File: config.mk
export PLATFORM = sky130hd
export DESIGN_NAME = conv_window_gen
export DESIGN_NICKNAME = d
export VERILOG_FILES = /design/src/rtl/conv_pkg.sv /design/src/rtl/conv_line_buf.sv /design/src/rtl/conv_window_gen.sv
export SDC_FILE = /design/constraint.sdc
export NUM_CORES = 1
export LEC_CHECK = 0
export CELL_PAD_IN_SITES_DETAIL_PLACEMENT = 1
export CELL_PAD_IN_SITES_GLOBAL_PLACEMENT = 1
export CORE_MARGIN = 5
export CORE_UTILIZATION = 25
export DETAILED_ROUTE_END_ITERATION = 8
export MAX_ROUTING_LAYER = met4
export PLACE_DENSITY_LB_ADDON = 0.15
export SETUP_SLACK_MARGIN = 0.02
export SYNTH_ARGS = -nofsm -noshare
export SYNTH_HDL_FRONTEND = slang
export SYNTH_SLANG_ARGS = --single-unit
File: constraint.sdc
create_clock -name clock -period 3 [get_ports clock]
set_input_delay 0.3 -clock clock [delete_from_list [all_inputs] [get_ports clock]]
set_output_delay 0.3 -clock clock [all_outputs]
set_load 0.1 [all_outputs]
File: src/rtl/conv_pkg.sv
// rtl/conv_pkg.sv - shared state type, counter widths and window indexing for conv_window_gen
package conv_pkg;

    localparam int DEF_DATA_W = 8;
    localparam int DEF_IMG_W  = 8;
    localparam int DEF_IMG_H  = 8;
    localparam int DEF_K      = 3;

    localparam int COL_W = $clog2(DEF_IMG_W);
    localparam int ROW_W = $clog2(DEF_IMG_H);

    typedef enum logic [0:0] {
        FILL   = 1'b0,
        STREAM = 1'b1
    } conv_state_e;

    function automatic int cnt_w(input int n);
        return (n > 1) ? $clog2(n) : 1;
    endfunction

    // Element (r,c) of a packed KxK window; r=0 is the oldest row, c=0 the leftmost column.
    function automatic int win_off(input int r, input int c, input int k, input int dw);
        return (r * k + c) * dw;
    endfunction

endpackage

File: src/rtl/conv_line_buf.sv
// rtl/conv_line_buf.sv - RAM delay line of DEPTH accepted samples for one window row
module conv_line_buf
    import conv_pkg::*;
#(
    parameter int DATA_W = DEF_DATA_W,
    parameter int DEPTH  = DEF_IMG_W
) (
    input  logic              clock,
    input  logic              reset,
    input  logic              shift_en,
    input  logic [DATA_W-1:0] din,
    output logic [DATA_W-1:0] dout
);

    localparam int PW = cnt_w(DEPTH);

    logic [DATA_W-1:0] mem [DEPTH];
    logic [PW-1:0]     ptr;

    // Read-before-write at the pointer yields the sample written DEPTH shifts ago.
    assign dout = mem[ptr];

    always_ff @(posedge clock) begin
        if (reset) begin
            ptr <= '0;
        end else if (shift_en) begin
            ptr <= (ptr == PW'(DEPTH - 1)) ? '0 : ptr + PW'(1);
        end
    end

    always_ff @(posedge clock) begin
        if (shift_en) begin
            mem[ptr] <= din;
        end
    end

endmodule

File: src/rtl/conv_window_gen.sv
// rtl/conv_window_gen.sv - streaming KxK valid-convolution window generator
// Optional frame_count output enabled by CONV_WINDOW_GEN_FRAME_CNT_EN.
module conv_window_gen
    import conv_pkg::*;
#(
    parameter int DATA_W = DEF_DATA_W,
    parameter int IMG_W  = DEF_IMG_W,
    parameter int IMG_H  = DEF_IMG_H,
    parameter int K      = DEF_K
) (
    input  logic                  clock,
    input  logic                  reset,
    input  logic                  in_valid,
    input  logic [DATA_W-1:0]     in_data,
    output logic                  in_ready,
    output logic                  out_valid,
    input  logic                  out_ready,
    output logic [K*K*DATA_W-1:0] out_window,
    output logic                  frame_done
`ifdef CONV_WINDOW_GEN_FRAME_CNT_EN
    ,
    output logic [15:0]           frame_count
`endif
);

    localparam int CW = cnt_w(IMG_W);
    localparam int RW = cnt_w(IMG_H);
    localparam int WW = K * K * DATA_W;

    logic [CW-1:0]     col;
    logic [RW-1:0]     row;
    conv_state_e       state;
    logic [WW-1:0]     win;
    logic [WW-1:0]     win_next;
    logic [DATA_W-1:0] lb_out  [K-1];
    logic [DATA_W-1:0] row_new [K];
    logic              acc;
    logic              emit;
    logic              col_last;
    logic              row_last;
    logic              frame_last;

    assign in_ready   = !out_valid || out_ready;
    assign acc        = in_valid && in_ready;
    assign col_last   = (col == CW'(IMG_W - 1));
    assign row_last   = (row == RW'(IMG_H - 1));
    assign frame_last = col_last && row_last;
    assign emit       = acc && (state == STREAM) && (col >= CW'(K - 1));

    assign row_new[K-1] = in_data;

    // Buffer K-2 is fed by the live pixel; each older row is fed by the row below it.
    for (genvar r = 0; r < K - 1; r++) begin : g_lb
        logic [DATA_W-1:0] lb_in;
        if (r == K - 2) begin : g_head
            assign lb_in = in_data;
        end else begin : g_tail
            assign lb_in = lb_out[r+1];
        end

        conv_line_buf #(
            .DATA_W(DATA_W),
            .DEPTH (IMG_W)
        ) u_lb (
            .clock   (clock),
            .reset   (reset),
            .shift_en(acc),
            .din     (lb_in),
            .dout    (lb_out[r])
        );

        assign row_new[r] = lb_out[r];
    end

    always_comb begin
        win_next = win;
        for (int r = 0; r < K; r++) begin
            for (int c = 0; c < K; c++) begin
                if (c < K - 1) begin
                    win_next[win_off(r, c, K, DATA_W) +: DATA_W] = win[win_off(r, c + 1, K, DATA_W) +: DATA_W];
                end else begin
                    win_next[win_off(r, c, K, DATA_W) +: DATA_W] = row_new[r];
                end
            end
        end
    end

    always_ff @(posedge clock) begin
        if (reset) begin
            col   <= '0;
            row   <= '0;
            state <= FILL;
            win   <= '0;
        end else if (acc) begin
            win <= win_next;
            if (col_last) begin
                col <= '0;
                row <= row_last ? '0 : row + RW'(1);
            end else begin
                col <= col + CW'(1);
            end
            if (state == FILL && col_last && row == RW'(K - 2)) begin
                state <= STREAM;
            end else if (state == STREAM && frame_last) begin
                state <= FILL;
            end
        end
    end

    // A new emit reloads the register even while the old window is being taken.
    always_ff @(posedge clock) begin
        if (reset) begin
            out_valid  <= 1'b0;
            out_window <= '0;
            frame_done <= 1'b0;
        end else if (emit) begin
            out_valid  <= 1'b1;
            out_window <= win_next;
            frame_done <= frame_last;
        end else if (out_ready) begin
            out_valid  <= 1'b0;
            frame_done <= 1'b0;
        end
    end

`ifdef CONV_WINDOW_GEN_FRAME_CNT_EN
    always_ff @(posedge clock) begin
        if (reset) begin
            frame_count <= '0;
        end else if (acc && frame_last) begin
            frame_count <= frame_count + 16'd1;
        end
    end
`endif

endmodule

==> results.md, run 1 <==
* Worst setup SP type: flip-flop
* DRT Pass-1 Iters at 5
* Syn Inst Count at 838
* FF-to-FF path depth at 4
* WP data required at 2700 ps
* Final #Nets at a little over 900
* Synthesized Nets at 860
* Seq pwr share at about half
* WL per Instance at about 21 microns
* Antenna violations before repair at 0
* YS warnings at 0
* Distinct cells, synth at 40
* Max-slew violation count at 0
* DR iter-0 viols at ~410
* GRT Overall Usage at roughly an eighth
* Grt total ovfl at 0
* Worst Skew at between 15 and 20 ps
* Clk buf depth at 3
* Cell repeated most along the worst path: buf_12
* Final GP Congestion at ~0.7
* Global-route wire length before repair at approximately 48000 microns
* Remaining DRCs at 0
* Layout cells sized above 1 at between 20% and 30%
* Final WL at 31000 microns
* CTS sink cnt at around 270
* Num CTS Buffers at 29
* Highest clock rate at between 0.4 and 0.5 GHz
* Largest net degree at the start of global routing at roughly 120
* Min-Delay Path Class: primary input to flip-flop
* Max_cap viols at 0
* Vias in the first global route at around 7700
* P_int at around 0.0065 W
* RR Endpoint: g_lb[0].u_lb.mem[1][4]
* CTS tree: yes
* Clk slew on worst S/H paths at 60 ps
* CP cell instances: nor2b_4 > inv_4 > buf_12 > buf_12
* Crit path DAT at 2030 ps
* Die width at about 220 microns
* Sw frac at between 20% and 30%
* Critical-path top delay cell: buf_12
* Worst rel slew slack at between 30% and 40%
* Setup violators final at 0
* Post-synthesis sequential element count at 269
* DP HPWL at between 15000 and 20000 microns
* Mapped Area at ~11000 sq um
* Setup Fix Bufs, Post-CTS at 0
* Die area at between 40000 and 50000 sq um
* Hold Slack at 189 ps
* Least-Margin Pin Slew at a little under 1000 ps
* Worst-skew pair later-pin latency at 560 ps
* Post-synthesis sequential area ratio at 62.2%
* Post-CTS sizing at 0
* Status: completed
* PortBufs at 86
* Hold Startpoint: in_valid
* Comb power frac at between 5 and 6%
* Fin crit period at around 2300 ps
* H-tree depth at 1
* CP max stage delay at 470 ps
* R2r setup slk at around 790 ps
* Core area at around 42000 sq um
* CTS Root Cell: clkbuf_16
* Number of I/O pins at 87
* Unrepaired setup endpoints after global routing: no
* Hold Fails Final Rpt at 0
* Die H at 217 microns
* Worst-path fanout max at 117
* Initial Util at about a quarter
* Switching power at about 0.0018 W
* Fillers at ~4500
* Fin Setup TNS at 0 ps
* Setup CP Type: flip-flop to output pin
* VDD IR-drop max at roughly 420 uV
* P&R area growth vs syn at 20.9%
* Hold endpoint: g_lb[1].u_lb.ptr[2]
* P_leak at 4.20 nW
* Worst setup EP type: output pin
* Antenna fix cells at 0
* Row cnt at 75
* Hold_buf cts at 0
* Vias at 7245
* Final worst-path cycle share at slightly below 80%
* P per Cell Area at 641 nW/um^2
* Clk pwr share at 46.2%
* Finished Core Util at 30.7%
* Worst Hold Path Cells at 3
* Via-per-instance ratio at 4.98
* Synthesized area per cell at around 13 sq um
* Final antenna-violating net count at 0
[critical path, delay by kind of cell (launching register included)]
family,cells,cell delay (ps)
simple gates,1,160
buf+inv,3,940
flops,1,330
[how the worst max path moves through the flow]
| stage | startpoint | cells past startpoint | end | slack [ps] |
|---|---|---|---|---|
| final | out_valid | 4 | in_ready | 670 |
| after global routing | out_valid | 4 | in_ready | 570 |
| after CTS | out_valid | 4 | in_ready | 640 |
| after detailed placement | out_ready | 5 | g_lb[0].u_lb.mem[5][3] | 490 |
| after global placement | out_ready | 5 | g_lb[0].u_lb.mem[5][4] | 570 |
| after floorplan | out_valid | 6 | g_lb[0].u_lb.mem[0][0] | 270 |
[power groups by stage]
| stage | Combinational, W | Sequential [W] | Clock (W) |
|---|---|---|---|
| final | 0.000461 | 0.00401 | 0.00383 |
| after global routing | 0.000507 | 0.00402 | 0.00409 |
| after CTS | 0.000477 | 0.00401 | 0.00395 |
| after detailed placement | 0.000475 | 0.00409 | 0 |
| after global placement | 0.000471 | 0.00409 | 0 |
| after floorplan | 0.000318 | 0.00406 | 0 |
[per-stage QoR]
step	total power [W]	std cells	worst slack [ps]	instance area (sq um)
after floorplan	0.00438	838	273	10700
after global placement	0.00456	1404	568	12000
after detailed placement	0.00457	1404	488	12000
after CTS	0.00844	1456	640	13000
after global routing	0.00861	1456	572	13000
final	0.00831	1456	672	13000
[layer usage]
layer | wire length (microns) | up-vias | track usage [%] | share of wire [%]
li1 | - | 3406 | - | -
met1 | 14500 | 3695 | 17.4 | 47
met2 | 15000 | 102 | 21.4 | 48
met3 | 880 | 42 | 1.90 | 2.8
met4 | 681 | 0 | 2.93 | 2.2
met5 | 0 | - | - | 0
[state kept, by name, indices dropped and copies added (netlist names), named ones only]
name           count
col                3
frame_done         1
g_lb.u_lb.mem    128
g_lb.u_lb.ptr      6
out_valid          1
out_window        72
row                3
state              1
win               48
[cell type report]
type                            count  area, sq um  share of cell area (%)
Sequential cell                   269         6670                    51.4
Timing Repair Buffer              120          976                    7.53
Tap cell                          539          674                    5.20
Multi-Input combinational cell    463         3590                    27.7
Clock inverter                     22          279                    2.15
Clock buffer                       30          729                    5.63
Inverter                           13         52.6                   0.405
[Yosys cell counts (all sizes together)]
| cell | instances | area [sq um] |
|---|---|---|
| dfxtp | 141 | 2820 |
| clkbuf | 50 | 189 |
| mux2i | 16 | 260 |
| mux4 | 32 | 743 |
| nand2b | 4 | 25.0 |
| or4 | 3 | 22.5 |
| nor3 | 9 | 50.1 |
| o21a | 1 | 7.51 |
| ha | 10 | 125 |
| buf | 43 | 249 |
| and2 | 1 | 6.26 |
| a41oi | 1 | 8.76 |
| a311oi | 1 | 8.76 |
| o31ai | 59 | 443 |
| nand3 | 38 | 190 |
| nand2 | 3 | 11.3 |
| nor2 | 10 | 40.0 |
| a21oi | 118 | 591 |
| a31oi | 16 | 100 |
| a211oi | 32 | 300 |
| nor4 | 2 | 12.5 |
| edfxtp | 128 | 3840 |
| nand4 | 61 | 382 |
| o311ai | 1 | 8.76 |
| nand4b | 1 | 8.76 |
| nor2b | 2 | 12.5 |
| o21ai | 42 | 210 |
| inv | 13 | 48.8 |
[cell usage in the layout (no fill, tap or decap), types with 2 or more instances in the layout]
master / count
a211oi_1: 20
a211oi_2: 12
a21oi_1: 118
a31oi_1: 16
buf_12: 4
buf_4: 106
bufinv_16: 7
clkbuf_16: 29
clkdlybuf4s50_1: 10
clkinv_1: 9
clkinv_2: 2
clkinvlp_2: 3
clkinvlp_4: 2
dfxtp_1: 141
edfxtp_1: 128
ha_1: 10
inv_1: 11
mux2i_1: 8
mux2i_4: 8
mux4_1: 6
mux4_2: 26
nand2_1: 3
nand2b_1: 4
nand3_1: 38
nand4_1: 61
nor2_1: 9
nor3_1: 8
nor4_1: 2
o21ai_0: 41
o31ai_1: 59
or4_1: 3
[kinds of logic (layout without fill, tap and decap cells)]
logic type / Yosys count / after routing / share of synthesized area, %
compound gates: 271 / 271 / 15.7
simple gates: 134 / 134 / 7.10
buf+inv: 106 / 185 / 4.54
mux: 48 / 48 / 9.36
fa+ha+maj: 10 / 10 / 1.17
flops: 269 / 269 / 62.2
Note: power is estimated with default switching activity, not from simulation.
==> inputs of run 2 (changes only) <==
Clock period 3 ns to 2.4 ns, I/O delays scaled along.
==> run 2 against run 1 <==
- die area unchanged
- final area up 1.1%
- power grew 24%
- global-route usage is 0.084 points higher
- via count about the same
- critical path type unchanged
- wire length is 1.2% lower
- clock-buffer cell count up 4
- non-clock buffer count grew 16
- cell count up 1.4%
- combinational power up 37%
==> results.md, run 2 (synthesis results as in run 1) <==
* Row cnt at 75 (unchanged)
* Post-CTS sizing at 0 (unchanged)
* Max-slew violation count at 0 (unchanged)
* Worst setup EP type: output pin
* Final WL at 30600 microns (-1.2%)
* Vias at 7243 (-0.028%)
* Tot Pwr at 0.0103 W (+24%)
* Layout cells sized above 1 at 24.7% (+2.3 points)
* Max reg flops at 128 (unchanged)
* Final worst-path cycle share at between 80% and 90%
* Final antenna-violating net count at 0 (unchanged)
* Fin crit period at roughly 2100 ps
* Setup Fix Bufs, Post-CTS at 0 (unchanged)
* Hold Slack at 72.6 ps (-116 ps)
* Critical-path top delay cell: dfxtp_1
* Clk pwr share at 45.1% (-1.1 points)
* Clk slew on worst S/H paths at 60 ps (about the same)
* Worst setup SP type: flip-flop
* Worst-path fanout max at 36 (-69%)
* Highest clock rate at 0.467 GHz
* Status: completed
* Die width at 217 microns (unchanged)
* Comb power frac at 6.2% (+0.7 points)
* Commonest non-fill, non-tap cell in the layout: dfxtp_1
* CP cell instances: nor2b_4 > inv_4 > buf_4 > buf_4 > buf_12
* P_leak at 4.30 nW (+2.3%)
* Setup violators final at 0 (unchanged)
* DP Worst Slack at 106 ps (-382 ps)
* CTS sink cnt at 269 (unchanged)
* CTS Root Cell: clkbuf_16
* R2r setup slk at 430 ps (-360 ps)
* Die area at 47100 sq um (unchanged)
* H-tree depth at 1 (unchanged)
* Final worst slack at 257 ps (-415 ps)
* PortBufs at 86 (unchanged)
* Cell repeated most along the worst path: buf_4
* P per Cell Area at 783 nW/um^2 (+22%)
* Worst rel slew slack at 40.5% (+5.2 points)
* Final GP Congestion at 0.680 (-3.3%)
* Most frequent cells in the layout: dfxtp_1 (141), edfxtp_1 (128), buf_4 (121)
* WP data required at 2160 ps (-540 ps)
* Placed Area at 12100 sq um (+1.4%)
* CP max stage delay at 360 ps (-110 ps)
* Multi-input gate area at 3610 sq um (+0.63%)
* VDD IR-drop max at 432 uV (+2.1%)
* Unrepaired setup endpoints after global routing: no
* WL per Instance at 20.8 microns (-2.5%)
* Hold_buf cts at 0 (unchanged)
* Number of I/O pins at 87 (unchanged)
* Final #Nets at 935 (+1.9%)
* Sw frac at 22.6% (+0.41 points)
* Core area at 42200 sq um (unchanged)
* Remaining DRCs at 0 (unchanged)
* Vias in the first global route at 7675 (-0.26%)
* Sequential cell area at 6670 sq um (unchanged)
* Die H at 217 microns (unchanged)
* Via-per-instance ratio at 4.91 (-1.4%)
* P_int at 0.00794 W (+23%)
* Largest net degree at the start of global routing at 79 (-33%)
* Max_cap viols at 0 (unchanged)
* DR iter-0 viols at 416 (+0.73%)
* Antenna fix cells at 0 (unchanged)
* Crit path DAT at 1900 ps (-130 ps)
* Worst-skew pair later-pin latency at 560 ps (about the same)
* Largest registers: g_lb.u_lb.mem: 128 flops, out_window: 72 flops, win: 48 flops
* Antenna violations before repair at 0 (unchanged)
* Top reg by flops: g_lb.u_lb.mem
* Seq pwr share at 48.8% (+0.5 points)
* Least-Margin Pin Slew at 891 ps (-76.6 ps)
* Initial Util at 25.4% (unchanged)
* Grt total ovfl at 0 (unchanged)
* GRT Overall Usage at 13.2% (+0.084 points)
* Num CTS Buffers at 30 (+3.4%)
* Hold Fails Final Rpt at 0 (unchanged)
* Worst Skew at 23.2 ps (+7.27 ps)
* Setup CP Type: flip-flop to output pin
* Global-route wire length before repair at 48100 microns (+0.94%)
* DP HPWL at 18600 microns (+0.12%)
* CTS tree: yes
* Design area at 13100 sq um (+1.1%)
* Switching power at 0.00232 W (+26%)
* Clk buf depth at 3 (unchanged)
* DRT Pass-1 Iters at 4 (-1)
* Fillers at 4572 (+0.53%)
* P&R area growth vs syn at 22.3%
* Min-Delay Path Class: primary input to flip-flop
-- run 2: cell count changes in the layout (fill, tap and decap cells not counted), sizes merged --
cell,delta
clkinv,+2
buf,+17
clkinvlp,+1
clkdlybuf4s50,-1
clkbuf,+4
bufinv,-3
-- run 2: critical path, delay by kind of cell, from the launching register on --
kind / cells / cell delay (ps)
buffers and inverters: 4 / 690
flip-flops: 1 / 360
AND/OR/NAND/NOR: 1 / 260
-- run 2: cell type report --
type,count,share of cell area [%]
Clock buffer,34,6.00
Clock inverter,22,1.56
Inverter,13,0.401
Multi-Input combinational cell,463,27.5
Sequential cell,269,50.8
Tap cell,539,5.14
Timing Repair Buffer,136,8.53
-- run 2: metal layers --
metal / GRT usage (%) / up-vias / part of all wire, % / wire, microns
li1: - / 3438 / - / -
met1: 18.3 / 3674 / 48 / 14800
met2: 20.8 / 91 / 47 / 14500
met3: 1.93 / 40 / 2.8 / 870
met4: 2.46 / 0 / 1.6 / 480
met5: - / - / 0 / 0
-- run 2: power groups by stage --
stage	logic [W]	registers, W	clock network (W)
3_5_place_dp	0.000651	0.00511	0
5_1_grt	0.000695	0.00502	0.00500
2_1_floorplan	0.000400	0.00508	0
3_3_place_gp	0.000646	0.00511	0
6_report	0.000632	0.00501	0.00463
4_1_cts	0.000652	0.00501	0.00483
-- run 2: final timing paths --
kind / startpoint / end / cells past startpoint
hold reg to reg: win[8] / out_window[0] / 2
hold / removal: in_valid / g_lb[1].u_lb.ptr[2] / 3
setup reg to reg: out_valid / win[67] / 5
setup / recovery: out_valid / in_ready / 5
-- run 2: per-stage QoR --
stage | TNS [ps] | util, % | cells
CTS | 0 | 31.1 | 1476
detailed placement | 0 | 28.7 | 1420
global route | 0 | 31.1 | 1476
global placement | 0 | 28.7 | 1420
floorplan | -7790 | - | 838
finish | 0 | 31.1 | 1476
